`src/rtl/l2_port_arbiter.sv`:
```
// ---------------------------------------------------------------------------
// l2_port_arbiter
//
// Purpose:
//   Arbitrates NUM_PORTS L1 cache ports (index 0 = icache, 1 = dcache, higher
//   indices for future clients) onto one shared line-wide downstream port
//   (L2 cache or physical memory). Only one transaction is outstanding at a
//   time. The winning request is latched on grant and driven unchanged
//   downstream until the downstream response arrives. The response is then
//   returned to the granted port alone, as a one-cycle done pulse.
//
//   Arbitration is round-robin when RR_MODE = 1. The search starts at rr_ptr
//   and wraps from NUM_PORTS-1 to 0. When RR_MODE = 0, the lowest active
//   index wins.
//
// Parameters:
//   NUM_PORTS   number of requesting ports (>= 2)
//   ADDR_WIDTH  line address width
//   LINE_WIDTH  cache line width
//   RR_MODE     1: round-robin, 0: fixed priority (lowest index wins)
//
// Ports:
//   clk         in   system clock, rising edge
//   rst_n       in   asynchronous active-low reset
//   req_read    in   [NUM_PORTS]             per-port line read request
//   req_write   in   [NUM_PORTS]             per-port line write request
//                                            (read+write together = write)
//   req_addr    in   [NUM_PORTS*ADDR_WIDTH]  per-port line address
//   req_wdata   in   [NUM_PORTS*LINE_WIDTH]  per-port write line
//   req_rdata   out  [LINE_WIDTH]            read line, shared by all ports
//   req_resp    out  [NUM_PORTS]             one-hot done pulse, one cycle
//   down_read   out  downstream read strobe
//   down_write  out  downstream write strobe
//   down_addr   out  [ADDR_WIDTH]            downstream address
//   down_wdata  out  [LINE_WIDTH]            downstream write line
//   down_rdata  in   [LINE_WIDTH]            downstream read line
//   down_resp   in   downstream done, one cycle
// ---------------------------------------------------------------------------
module l2_port_arbiter #(
    parameter int NUM_PORTS  = 2,
    parameter int ADDR_WIDTH = 16,
    parameter int LINE_WIDTH = 128,
    parameter int RR_MODE    = 1
) (
    input  logic                             clk,
    input  logic                             rst_n,
    input  logic [NUM_PORTS-1:0]             req_read,
    input  logic [NUM_PORTS-1:0]             req_write,
    input  logic [NUM_PORTS*ADDR_WIDTH-1:0]  req_addr,
    input  logic [NUM_PORTS*LINE_WIDTH-1:0]  req_wdata,
    output logic [LINE_WIDTH-1:0]            req_rdata,
    output logic [NUM_PORTS-1:0]             req_resp,
    output logic                             down_read,
    output logic                             down_write,
    output logic [ADDR_WIDTH-1:0]            down_addr,
    output logic [LINE_WIDTH-1:0]            down_wdata,
    input  logic [LINE_WIDTH-1:0]            down_rdata,
    input  logic                             down_resp
);

    localparam int PTR_W = (NUM_PORTS > 1) ? $clog2(NUM_PORTS) : 1;

    typedef enum logic [1:0] {
        ST_IDLE = 2'd0,
        ST_BUSY = 2'd1,
        ST_RESP = 2'd2
    } state_e;

    state_e                 state_q,      state_d;
    logic [PTR_W-1:0]       grant_q,      grant_d;
    logic [PTR_W-1:0]       rr_ptr_q,     rr_ptr_d;
    logic                   write_q,      write_d;
    logic [ADDR_WIDTH-1:0]  addr_q,       addr_d;
    logic [LINE_WIDTH-1:0]  wdata_q,      wdata_d;
    logic [LINE_WIDTH-1:0]  rdata_q,      rdata_d;
    logic [NUM_PORTS-1:0]   resp_q,       resp_d;
    logic                   down_read_q,  down_read_d;
    logic                   down_write_q, down_write_d;

    logic [NUM_PORTS-1:0]   active_s;
    logic [PTR_W-1:0]       search_base_s;
    logic [PTR_W:0]         pick_s;
    logic                   pick_found_s;
    logic [PTR_W-1:0]       pick_idx_s;
    logic [ADDR_WIDTH-1:0]  sel_addr_s;
    logic [LINE_WIDTH-1:0]  sel_wdata_s;
    logic                   sel_write_s;
    logic [PTR_W-1:0]       grant_next_ptr_s;

    // Returns {found, index} of the first active port at or after base.
    // The search wraps modulo NUM_PORTS, so it also works when NUM_PORTS is
    // not a power of two.
    function automatic logic [PTR_W:0] pick_port(
        input logic [NUM_PORTS-1:0] active,
        input logic [PTR_W-1:0]     base
    );
        logic             found;
        logic [PTR_W-1:0] win;
        int               idx;
        found = 1'b0;
        win   = {PTR_W{1'b0}};
        for (int i = 0; i < NUM_PORTS; i++) begin
            idx = int'(base) + i;
            if (idx >= NUM_PORTS) begin
                idx = idx - NUM_PORTS;
            end else begin
                idx = idx;
            end
            if (!found && active[idx[PTR_W-1:0]]) begin
                found = 1'b1;
                win   = idx[PTR_W-1:0];
            end else begin
                found = found;
            end
        end
        return {found, win};
    endfunction

    // A port is active when it asks for a read or a write.
    // When both are set, the port is treated as a write.
    assign active_s      = req_read | req_write;
    assign search_base_s = (RR_MODE != 0) ? rr_ptr_q : {PTR_W{1'b0}};
    assign pick_s        = pick_port(active_s, search_base_s);
    assign pick_found_s  = pick_s[PTR_W];
    assign pick_idx_s    = pick_s[PTR_W-1:0];

    // The pointer advances past the port just served, wrapping at NUM_PORTS.
    assign grant_next_ptr_s = (grant_q == PTR_W'(NUM_PORTS - 1)) ? {PTR_W{1'b0}}
                                                                 : grant_q + PTR_W'(1);

    // Mux the winning port's operation, address and write line.
    always_comb begin
        sel_addr_s  = {ADDR_WIDTH{1'b0}};
        sel_wdata_s = {LINE_WIDTH{1'b0}};
        sel_write_s = 1'b0;
        for (int p = 0; p < NUM_PORTS; p++) begin
            if (pick_idx_s == PTR_W'(p)) begin
                sel_addr_s  = req_addr[p*ADDR_WIDTH +: ADDR_WIDTH];
                sel_wdata_s = req_wdata[p*LINE_WIDTH +: LINE_WIDTH];
                sel_write_s = req_write[p];
            end else begin
                sel_write_s = sel_write_s;
            end
        end
    end

    // Next-state logic and next values of all registered outputs.
    always_comb begin
        state_d  = state_q;
        grant_d  = grant_q;
        rr_ptr_d = rr_ptr_q;
        write_d  = write_q;
        addr_d   = addr_q;
        wdata_d  = wdata_q;
        rdata_d  = rdata_q;

        case (state_q)
            ST_IDLE: begin
                if (pick_found_s) begin
                    state_d = ST_BUSY;
                    grant_d = pick_idx_s;
                    write_d = sel_write_s;
                    addr_d  = sel_addr_s;
                    wdata_d = sel_wdata_s;
                end else begin
                    state_d = ST_IDLE;
                end
            end
            ST_BUSY: begin
                // Request inputs are ignored here. The latched transaction runs to completion.
                if (down_resp) begin
                    state_d  = ST_RESP;
                    rr_ptr_d = grant_next_ptr_s;
                    if (!write_q) begin
                        rdata_d = down_rdata;
                    end else begin
                        rdata_d = rdata_q;
                    end
                end else begin
                    state_d = ST_BUSY;
                end
            end
            ST_RESP: begin
                state_d = ST_IDLE;
            end
            default: begin
                state_d = ST_IDLE;
            end
        endcase

        // Outputs are derived from the next state, so they become registers
        // and take effect in the same cycle as the state itself.
        down_read_d  = (state_d == ST_BUSY) && !write_d;
        down_write_d = (state_d == ST_BUSY) &&  write_d;
        for (int p = 0; p < NUM_PORTS; p++) begin
            resp_d[p] = (state_d == ST_RESP) && (grant_d == PTR_W'(p));
        end
    end

    // State and datapath registers. Reset abandons any in-flight transaction.
    always_ff @(posedge clk or negedge rst_n) begin
        if (!rst_n) begin
            state_q      <= ST_IDLE;
            grant_q      <= {PTR_W{1'b0}};
            rr_ptr_q     <= {PTR_W{1'b0}};
            write_q      <= 1'b0;
            addr_q       <= {ADDR_WIDTH{1'b0}};
            wdata_q      <= {LINE_WIDTH{1'b0}};
            rdata_q      <= {LINE_WIDTH{1'b0}};
            resp_q       <= {NUM_PORTS{1'b0}};
            down_read_q  <= 1'b0;
            down_write_q <= 1'b0;
        end else begin
            state_q      <= state_d;
            grant_q      <= grant_d;
            rr_ptr_q     <= rr_ptr_d;
            write_q      <= write_d;
            addr_q       <= addr_d;
            wdata_q      <= wdata_d;
            rdata_q      <= rdata_d;
            resp_q       <= resp_d;
            down_read_q  <= down_read_d;
            down_write_q <= down_write_d;
        end
    end

    assign req_rdata  = rdata_q;
    assign req_resp   = resp_q;
    assign down_read  = down_read_q;
    assign down_write = down_write_q;
    assign down_addr  = addr_q;
    assign down_wdata = wdata_q;

endmodule
```
`config.mk`:
```
export PLATFORM = sky130hd
export DESIGN_NAME = l2_port_arbiter
export DESIGN_NICKNAME = d
export VERILOG_FILES = /design/src/rtl/l2_port_arbiter.sv
export SDC_FILE = /design/constraint.sdc
export NUM_CORES = 1
export LEC_CHECK = 0
export CAP_MARGIN = 20
export CORE_AREA = 2 2 273 275
export CTS_CLUSTER_DIAMETER = 60
export DETAILED_ROUTE_END_ITERATION = 10
export DIE_AREA = 0 0 275 277
export PLACE_DENSITY_LB_ADDON = 0.25
export SLEW_MARGIN = 5
export SYNTH_ARGS = -nofsm -noshare
export SYNTH_HDL_FRONTEND = slang
export SYNTH_SLANG_ARGS = --single-unit
```
`constraint.sdc`:
```
create_clock -name clk -period 3.5 [get_ports clk]
set_clock_uncertainty 0.1 [all_clocks]
set_input_delay 0.7 -clock clk [delete_from_list [all_inputs] [get_ports clk]]
set_output_delay 0.7 -clock clk [all_outputs]
set_load 0.01 [all_outputs]
```
==> out/metrics.yaml, run 1 <==
synth_ff_type: "dfrtp_1"
maxSlewViolCount: 0
initialDrtViolationCount: 370
ioPinCount: 699
gpl.final_weighted_congestion: 0.8064
cts.reportedPaths.clkPinSlew_ps: 60
place.detailed.hpwl_mm: 37.58
global_route.peak_usage_layer: "met2"
post-cts-setup-buffer-count: 0
floorplan.die_area_sq_um: 76180
numPortBuffers: 698
clock_path_buffers: 3
antenna_found_initial: 2
antenna_violating_nets_post_route: 0
p_per_area_nw_per_um2: 893.1
pin_count_of_the_biggest_net_entering_global_routing: 87
period_share: 0.6717
postSynthRegisterBits: 281
fp.dieW_um: 275
edff_count_synth: 0
layout-area-overhead-vs-synth_pct: 75.54
synth_top_area_share: 0.5631
layout-drive-gt1-share: 0.2429
hold_viol_final: 0
htree_levels: 2
remaining_drc_errors: 0
vias: 10980
clock.fmax_mhz: 425.3
worst_path_dominant_cell_family: "buffers and inverters"
final.min_clock_period_ps: 2351
sequential_cell_area_fraction_in_the_yosys_report: 0.5631
max-cap-violations: 0
clock_tree_from_tritoncts: "done"
cts.sink_count: 281
clock-root-buffer: "clkbuf_16"
p_leak_nw: 8.474
detail_route.vias_per_cell: 3.932
post_drt_wl_per_cell_um: 17.97
worstSkewPairLatency_ps: 540
slew_margin_rel: 0.5072
critPathLaunchType: "input pin"
initial_utilization: 0.1697
placementRows: 100
fin_setup_tns_ps: 0
avgSynthCellArea_sq_um: 11.48
detail_route.first_pass.iterations: 5
grt_pass1_wl_mm: 73.33
synth_top_area_cell: "dfrtp_1"
buffers_inverters_on_critical_path: 3
postSynth.asyncResetShare: 1.000
post_synth_instance_area_sq_um: 12490
report.final.setup_viol: 0
top_cells_by_instance_count_after_synthesis: "dfrtp_1, a21oi_2, nor2_1"
drt_wl_total_mm: 50.18
worst_ir_drop_vdd_mv: 0.4636
grt_remaining_overflow: 0
critical_path.cell_chain: "clkdlybuf4s50_1, nor4_4, nand2b_4, buf_12, buf_12, a21oi_1, a21oi_1"
timing.critical_path.slowest_stage_cell: "clkdlybuf4s50_1"
placement.cell_area_sq_um: 20710
worst_hold_path_type: "in -> async"
worstMarginPinSlew_ps: 739.1
crit_fanout: 36
critPathRequiredTime_ps: 3860
cts_bufs_inserted: 38
grt_use_met3: 0.04179
finalInstanceArea_sq_um: 21920
result_of_the_run: "finished, final reports clean"
setup_repair_after_global_routing_missed_its_margin: "no"
cts.hold.buffers_added: 0
timing.critical_path.to_type: "flop"
first_global_vias: 11710
met2_usage: 0.2340
timing.critical_path.arrival_ps: 2710
grt_util_all_layers: 0.1262
synth_area_leaders: "dfrtp_1, a21oi_2, mux2_2"
timing_worst_setup_path_type: "in -> reg"
vertical_die_dimension_um: 277
number_of_antenna_repair_diodes: 0
cp.depth: 7
core_region_area_sq_um: 73570
timing.critical_path.slowest_cell_delay_ps: 560
synth_most_common_cell: "dfrtp_1"
timing.reg2reg.worst_path_depth: 4
power.total_mw: 19.58
use_met1: 0.1312
yosysUniqueCellTypes: 26
synthCells: 1088
yosys_warnings: 0
final.fill_count: 7549
design.final.nets: 2223
ctsResizeCount: 0
synth.net_count: 1511
[cell type report]
| class | count | area (sq um) | share of cell area |
|---|---|---|---|
| tap | 969 | 1212 | 0.05530 |
| clock buffer | 50 | 1036 | 0.04726 |
| timing repair buffer | 749 | 7537 | 0.3438 |
| inverter | 3 | 11.26 | 0.0005137 |
| clock inverter | 14 | 180.2 | 0.008219 |
| multi-input combinational | 727 | 4913 | 0.2241 |
| sequential | 281 | 7032 | 0.3208 |
[flip-flops by register name, indices dropped and copies added (netlist names)]
signal and flops:
grant_q 1, down_write 1, req_resp 2, down_wdata 128
down_addr 16, down_read 1, rr_ptr_q 1, state_q 2
write_q 1, req_rdata 128
[through the flow]
step	setup slack, ps	hold WS, ps	std cells	utilization
after floorplan	1585	304.4	1088	-
final	1149	94.13	2793	0.2980
after global routing	1039	139.8	2793	0.2980
after global placement	537.5	384.7	2729	0.2814
after detailed placement	514.7	373.3	2729	0.2814
after CTS	1071	101.8	2793	0.2980
[routing by layer]
layer	wire (um)	up-vias
met2	26180	469
met3	4595	79
met5	27	-
met1	17880	5308
li1	-	5123
met4	1500	4
[worst reg2reg max path: cells and delay by family (launching register included)]
kind / cells / cell delay, ps
and+or+nand+nor: 2 / 770
muxes: 1 / 410
buffers and inverters: 1 / 300
DFF: 1 / 440
[kinds of logic (layout without fill, tap and decap cells)]
kind of cell	Yosys count	after routing	synth area share
AOI/OAI and AO/OA	298	298	0.1814
buffers and inverters	80	816	0.04589
DFF	281	281	0.5631
muxes	128	128	0.1154
and+or+nand+nor	301	301	0.09418
[power breakdown]
part	total, mW	leakage (nW)	internal, mW	switching, mW
Combinational	9.92	4.64	5.29	4.63
Sequential	5.83	3.24	4.93	0.902
Clock	3.83	0.590	2.31	1.51
[worst paths after layout]
kind,slack (ps),end,start
max in group asynchronous,2330,req_rdata[75]$_DFFE_PN0P_,rst_n
max reg2reg,1340,req_rdata[24]$_DFFE_PN0P_,state_q[1]$_DFF_PN0_
max,1150,down_wdata[100]$_DFFE_PN0P_,req_write[1]
min,90,req_rdata[95]$_DFFE_PN0P_,rst_n
min reg2reg,370,req_resp[0]$_DFF_PN0_,grant_q$_DFF_PN0_
min in group clk,370,req_resp[0]$_DFF_PN0_,grant_q$_DFF_PN0_
[placed cells by master, fill, tap and decap left out]
master / n
clkdlybuf4s50_1: 697
dfrtp_1: 281
a21oi_2: 200
nor2_1: 148
nand2_1: 145
mux2_2: 128
a21oi_1: 89
clkbuf_16: 38
buf_4: 38
buf_12: 13
clkbuf_1: 8
inv_6: 4
clkbuf_8: 4
inv_1: 3
bufinv_16: 3
clkinv_2: 3
o21bai_1: 2
clkinvlp_4: 2
nand3b_1: 1
nor4_4: 1
nand2b_4: 1
or3b_2: 1
nand2b_1: 1
a311oi_1: 1
a21o_1: 1
a31oi_1: 1
o22ai_1: 1
o21a_4: 1
a22o_1: 1
and2_1: 1
o21ai_4: 1
nor3_4: 1
nor2_4: 1
clkinv_8: 1
clkinv_4: 1
buf_8: 1
Note: power is estimated with default switching activity, not from simulation.
==> inputs of run 2 (changes only) <==
==> constraint.sdc (replaced) <==
create_clock -name clk -period 2 [get_ports clk]
set_clock_uncertainty 0.1 [all_clocks]
set_input_delay 0.4 -clock clk [delete_from_list [all_inputs] [get_ports clk]]
set_output_delay 0.4 -clock clk [all_outputs]
set_load 0.01 [all_outputs]
==> run 2 against run 1 <==
Total power increased by 78%. Global-route usage rose by 0.35 points. Clock power grew 87%. First-iteration DRC count shrank 19%. Utilization grew 1.2 points. Setup slack worse by 1100 ps. Final cell count increased by 2.6%. Combinational power is 75% higher. Flip-flop and latch count unchanged.
==> out/metrics.yaml, run 2 (synthesis results as in run 1) <==
layout-area-overhead-vs-synth_pct: 82.51
buffers_inverters_on_critical_path: 1
antenna_violating_nets_post_route: 0
final_common_cell: "clkdlybuf4s50_1"
initialDrtViolationCount: 300
timing_worst_setup_path_type: "reg -> out"
layout-drive-gt1-share: 0.2686
grt_pass1_wl_mm: 75.33
clock_path_buffers: 3
slew_margin_rel: 0.6101
fin_setup_tns_ps: 0
gpl.final_weighted_congestion: 0.8249
fp.dieW_um: 275
timing.critical_path.arrival_ps: 1450
p_per_area_nw_per_um2: 1527
worstSkewPairLatency_ps: 540
most-common-layout-cells: "clkdlybuf4s50_1, dfrtp_1, a21oi_2"
pin_count_of_the_biggest_net_entering_global_routing: 61
remaining_drc_errors: 0
detail_route.first_pass.iterations: 4
grt_remaining_overflow: 0
vias: 11200
detail_route.vias_per_cell: 3.908
timing.critical_path.slowest_cell_delay_ps: 560
worst_hold_path_type: "in -> reg"
antenna_found_initial: 5
period_share: 0.9729
critical_path.cell_chain: "clkdlybuf4s50_1"
timing.hold.ws_ps: 302.4
critPathRequiredTime_ps: 1500
hold_viol_final: 0
placementRows: 100
core_region_area_sq_um: 73570
post_drt_wl_per_cell_um: 17.82
result_of_the_run: "finished, final reports clean"
place.detailed.hpwl_mm: 40.70
timing.reg2reg.worst_path_depth: 5
initial_utilization: 0.1697
numPortBuffers: 698
timing.hold.worst_path_depth: 3
cp.depth: 1
cts.reportedPaths.clkPinSlew_ps: 60
clock-root-buffer: "clkbuf_16"
design.final.nets: 2285
ioPinCount: 699
vertical_die_dimension_um: 277
final.min_clock_period_ps: 1946
timing.critical_path.to_type: "primary output"
fin_ws_ps: 54.20
timing.critical_path.slowest_stage_cell: "clkdlybuf4s50_1"
floorplan.die_area_sq_um: 76180
first_global_vias: 12270
report.final.setup_viol: 0
htree_levels: 2
worstMarginPinSlew_ps: 584.9
post-cts-setup-buffer-count: 0
crit_fanout: 2
cts.sink_count: 281
drt_wl_total_mm: 51.06
power.total_mw: 34.80
worst_ir_drop_vdd_mv: 0.7499
clock_tree_from_tritoncts: "done"
worst_path_dominant_cell_family: "buffers and inverters"
grt_util_all_layers: 0.1297
p_leak_nw: 9.641
cts_bufs_inserted: 39
max-cap-violations: 0
clock.fmax_mhz: 513.9
maxSlewViolCount: 0
pre_cts_ws_ps: -309.0
critPathLaunchType: "flop"
-- run 2: cell count changes in the layout (fill, tap and decap cells not counted), sizes merged, moves of 3 or more --
cell / before / now
buf: 52 / 112
dlygate4sd2: 0 / 106
clkinv: 5 / 8
dlymetal6s2s: 0 / 68
clkdlybuf4s50: 697 / 523
clkbuf: 50 / 53
diode: 0 / 5
-- run 2: worst paths after layout --
path	start	slack, ps	end
min in group asynchronous	rst_n	320	req_rdata[25]$_DFFE_PN0P_
worst max-delay path	down_addr[14]$_DFFE_PN0P_	50	down_addr[14]
worst min register to register	grant_q$_DFF_PN0_	380	req_resp[0]$_DFF_PN0_
worst max register to register	state_q[1]$_DFF_PN0_	210	req_rdata[41]$_DFFE_PN0P_
worst min-delay path	req_wdata[71]	300	down_wdata[71]$_DFFE_PN0P_
max in group asynchronous	rst_n	800	down_wdata[46]$_DFFE_PN0P_
-- run 2: layout make-up --
type                            instances  area (sq um)
Timing Repair Buffer                  810          8285
Clock buffer                           53          1090
Sequential cell                       281          7032
Antenna cell                            5         12.51
Fill cell                            7539         50780
Inverter                                3         11.26
Multi-Input combinational cell        727          4913
Tap cell                              969          1212
Clock inverter                         17         235.2
-- run 2: stage by stage --
stage                     cell area (sq um)  instances    util
after floorplan                       12490       1088       -
final                                 22790       2865  0.3098
after detailed placement              21410       2789  0.2910
after CTS                             22610       2860  0.3073
after global routing                  22790       2865  0.3098
after global placement                21410       2789  0.2910
-- run 2: what timing repair did --
item,CTS,global route
hold buffers,1,0
setup endpoints to repair,106,68
cloned,0,0
resized for setup,106,68
hold endpoints to repair,44,0
-- run 2: where the power goes --
group	switching, mW	internal, mW	total [mW]
sequential	1.54	8.63	10.2
combinational	8.26	9.19	17.4
clock	2.70	4.48	7.18
-- run 2: routing by layer --
metal / track usage / vias up / share of wire
met3: 0.04257 / 74 / 0.089
met2: 0.2332 / 466 / 0.51
met5: 0 / - / 0
met1: 0.1404 / 5412 / 0.37
li1: - / 5245 / -
met4: 0.04685 / 0 / 0.028
==> inputs of run 3 (changes only) <==
--- a/config.mk
+++ b/config.mk
@@ -5,11 +5,13 @@
 export SDC_FILE = /design/constraint.sdc
 export NUM_CORES = 1
 export LEC_CHECK = 0
+export ABC_CLOCK_PERIOD_IN_PS = 2000
 export CAP_MARGIN = 20
 export CORE_AREA = 2 2 273 275
 export CTS_CLUSTER_DIAMETER = 60
 export DETAILED_ROUTE_END_ITERATION = 10
 export DIE_AREA = 0 0 275 277
+export GPL_TIMING_DRIVEN = 0
 export PLACE_DENSITY_LB_ADDON = 0.25
 export SLEW_MARGIN = 5
 export SYNTH_ARGS = -nofsm -noshare
==> run 3 against run 2 <==
Flip-flop and latch count did not move. Critical path depth rose by 7. Maximum frequency fell by 0.24%. Count of clock-buffer cells in the layout did not move. Utilization fell by 0.72 points. Register-to-register slack got worse by 110 ps. Combinational power fell by 3%. Routed wire length rose by 3.0%. Total power fell by 2.8%. Sequential power barely moved. Sequential share of layout area rose by 0.73 points.
==> out/metrics.yaml, run 3 (synthesis results as in run 1) <==
design.final.nets: 2258
placement.cell_area_sq_um: 20770
crit_fanout: 10
final.fill_count: 7605
worstMarginPinSlew_ps: 555.9
most-common-layout-cells: "clkdlybuf4s50_1, dfrtp_1, a21oi_2"
cts.reportedPaths.clkPinSlew_ps: 60
core_region_area_sq_um: 73570
hold_viol_final: 0
grt_util_all_layers: 0.1324
cpMostUsedCell: "buf_12"
p_per_area_nw_per_um2: 1519
placementRows: 100
numPortBuffers: 698
pin_count_of_the_biggest_net_entering_global_routing: 93
layout-drive-gt1-share: 0.2534
p_leak_nw: 9.488
floorplan.die_area_sq_um: 76180
grt_remaining_overflow: 0
critical_path.cell_chain: "clkdlybuf4s50_1, nor4_4, nor3_4, buf_12, buf_12, clkbuf_1, nor2_1, a21oi_1"
clock.fmax_mhz: 512.7
report.final.setup_viol: 0
place.detailed.hpwl_mm: 41.06
clock-root-buffer: "clkbuf_16"
timing.critical_path.slowest_cell_delay_ps: 630
vertical_die_dimension_um: 277
initialDrtViolationCount: 340
worst_hold_path_type: "in -> async"
ioPinCount: 699
antenna_violating_nets_post_route: 0
clock_path_buffers: 3
maxSlewViolCount: 0
worst_path_dominant_cell_family: "buffers and inverters"
grt_pass1_wl_mm: 76.18
layout-area-overhead-vs-synth_pct: 78.29
detail_route.vias_per_cell: 3.881
post_drt_wl_per_cell_um: 18.55
critPathLaunchType: "input pin"
clock_tree_from_tritoncts: "done"
timing.hold.ws_ps: 244.0
timing_worst_setup_path_type: "in -> reg"
vias: 11000
result_of_the_run: "finished, final reports clean"
period_share: 0.9752
power.total_mw: 33.81
worstSkewPairLatency_ps: 540
layout.cells.non_filler: 2835
buffers_inverters_on_critical_path: 4
placedCellCount: 2758
final.min_clock_period_ps: 1950
cts_bufs_inserted: 40
timing.critical_path.to_type: "flop"
first_global_vias: 11870
timing.critical_path.slowest_stage_cell: "clkdlybuf4s50_1"
finalInstanceArea_sq_um: 22270
fin_setup_tns_ps: 0
critPathRequiredTime_ps: 2360
remaining_drc_errors: 0
htree_levels: 2
slew_margin_rel: 0.6294
drt_wl_total_mm: 52.59
initial_utilization: 0.1697
fp.dieW_um: 275
detail_route.first_pass.iterations: 4
max-cap-violations: 0
antenna_found_initial: 4
gpl.final_weighted_congestion: 0.8324
setup_repair_after_global_routing_missed_its_margin: "no"
cts.sink_count: 281
timing.critical_path.arrival_ps: 2310
final_common_cell: "clkdlybuf4s50_1"
worst_ir_drop_vdd_mv: 0.8113
run 3: layout make-up:
| class | count | area [sq um] | share of cell area |
|---|---|---|---|
| repair buffers | 705 | 7162 | 0.3217 |
| multi-input cells | 727 | 4898 | 0.2200 |
| inverters | 3 | 11.26 | 0.0005058 |
| plain buffers | 77 | 671.9 | 0.03018 |
| clock buffers | 53 | 1111 | 0.04990 |
| flip-flops and latches | 281 | 7032 | 0.3158 |
| clock inverters | 17 | 158.9 | 0.007137 |
| well taps | 969 | 1212 | 0.05445 |
| diodes | 3 | 7.507 | 0.0003372 |
run 3: where the power goes:
group	switching (mW)	internal, mW	total, mW
registers	1.47	8.63	10.1
clock network	2.74	4.17	6.90
logic	8.39	8.42	16.8
run 3: path summary, 6_finish.rpt:
kind / endpoint / startpoint / cells past startpoint / slack (ps)
worst max register to register: req_rdata[111]$_DFFE_PN0P_ / state_q[1]$_DFF_PN0_ / 5 / 100
worst min register to register: req_resp[0]$_DFF_PN0_ / grant_q$_DFF_PN0_ / 1 / 370
worst min-delay path: req_rdata[86]$_DFFE_PN0P_ / rst_n / 2 / 240
min in group clk: down_wdata[106]$_DFFE_PN0P_ / req_wdata[106] / 3 / 300
max in group asynchronous: down_addr[8]$_DFFE_PN0P_ / rst_n / 4 / 390
worst max-delay path: down_addr[15]$_DFFE_PN0P_ / req_write[1] / 8 / 50
run 3: repair_timing:
item	in CTS	in global routing
resized for setup	161	120
setup buffers	3	0
hold buffers	1	0
hold endpoints to repair	42	0
pin swaps	2	1
setup endpoints to repair	400	288
run 3: per-layer routing:
layer	track usage	wire [um]	up-vias
li1	-	-	5195
met1	0.1373	18970	5259
met2	0.2429	27140	471
met3	0.04691	4861	77
met4	0.04712	1599	2
met5	0	13	-
run 3: stage by stage:
step | worst slack (ps) | utilization
2_1_floorplan | 298.0 | -
3_3_place_gp | -13120 | 0.2812
3_5_place_dp | -1331 | 0.2824
4_1_cts | 0.1339 | 0.2989
5_1_grt | 0.2893 | 0.3026
6_report | 49.55 | 0.3026
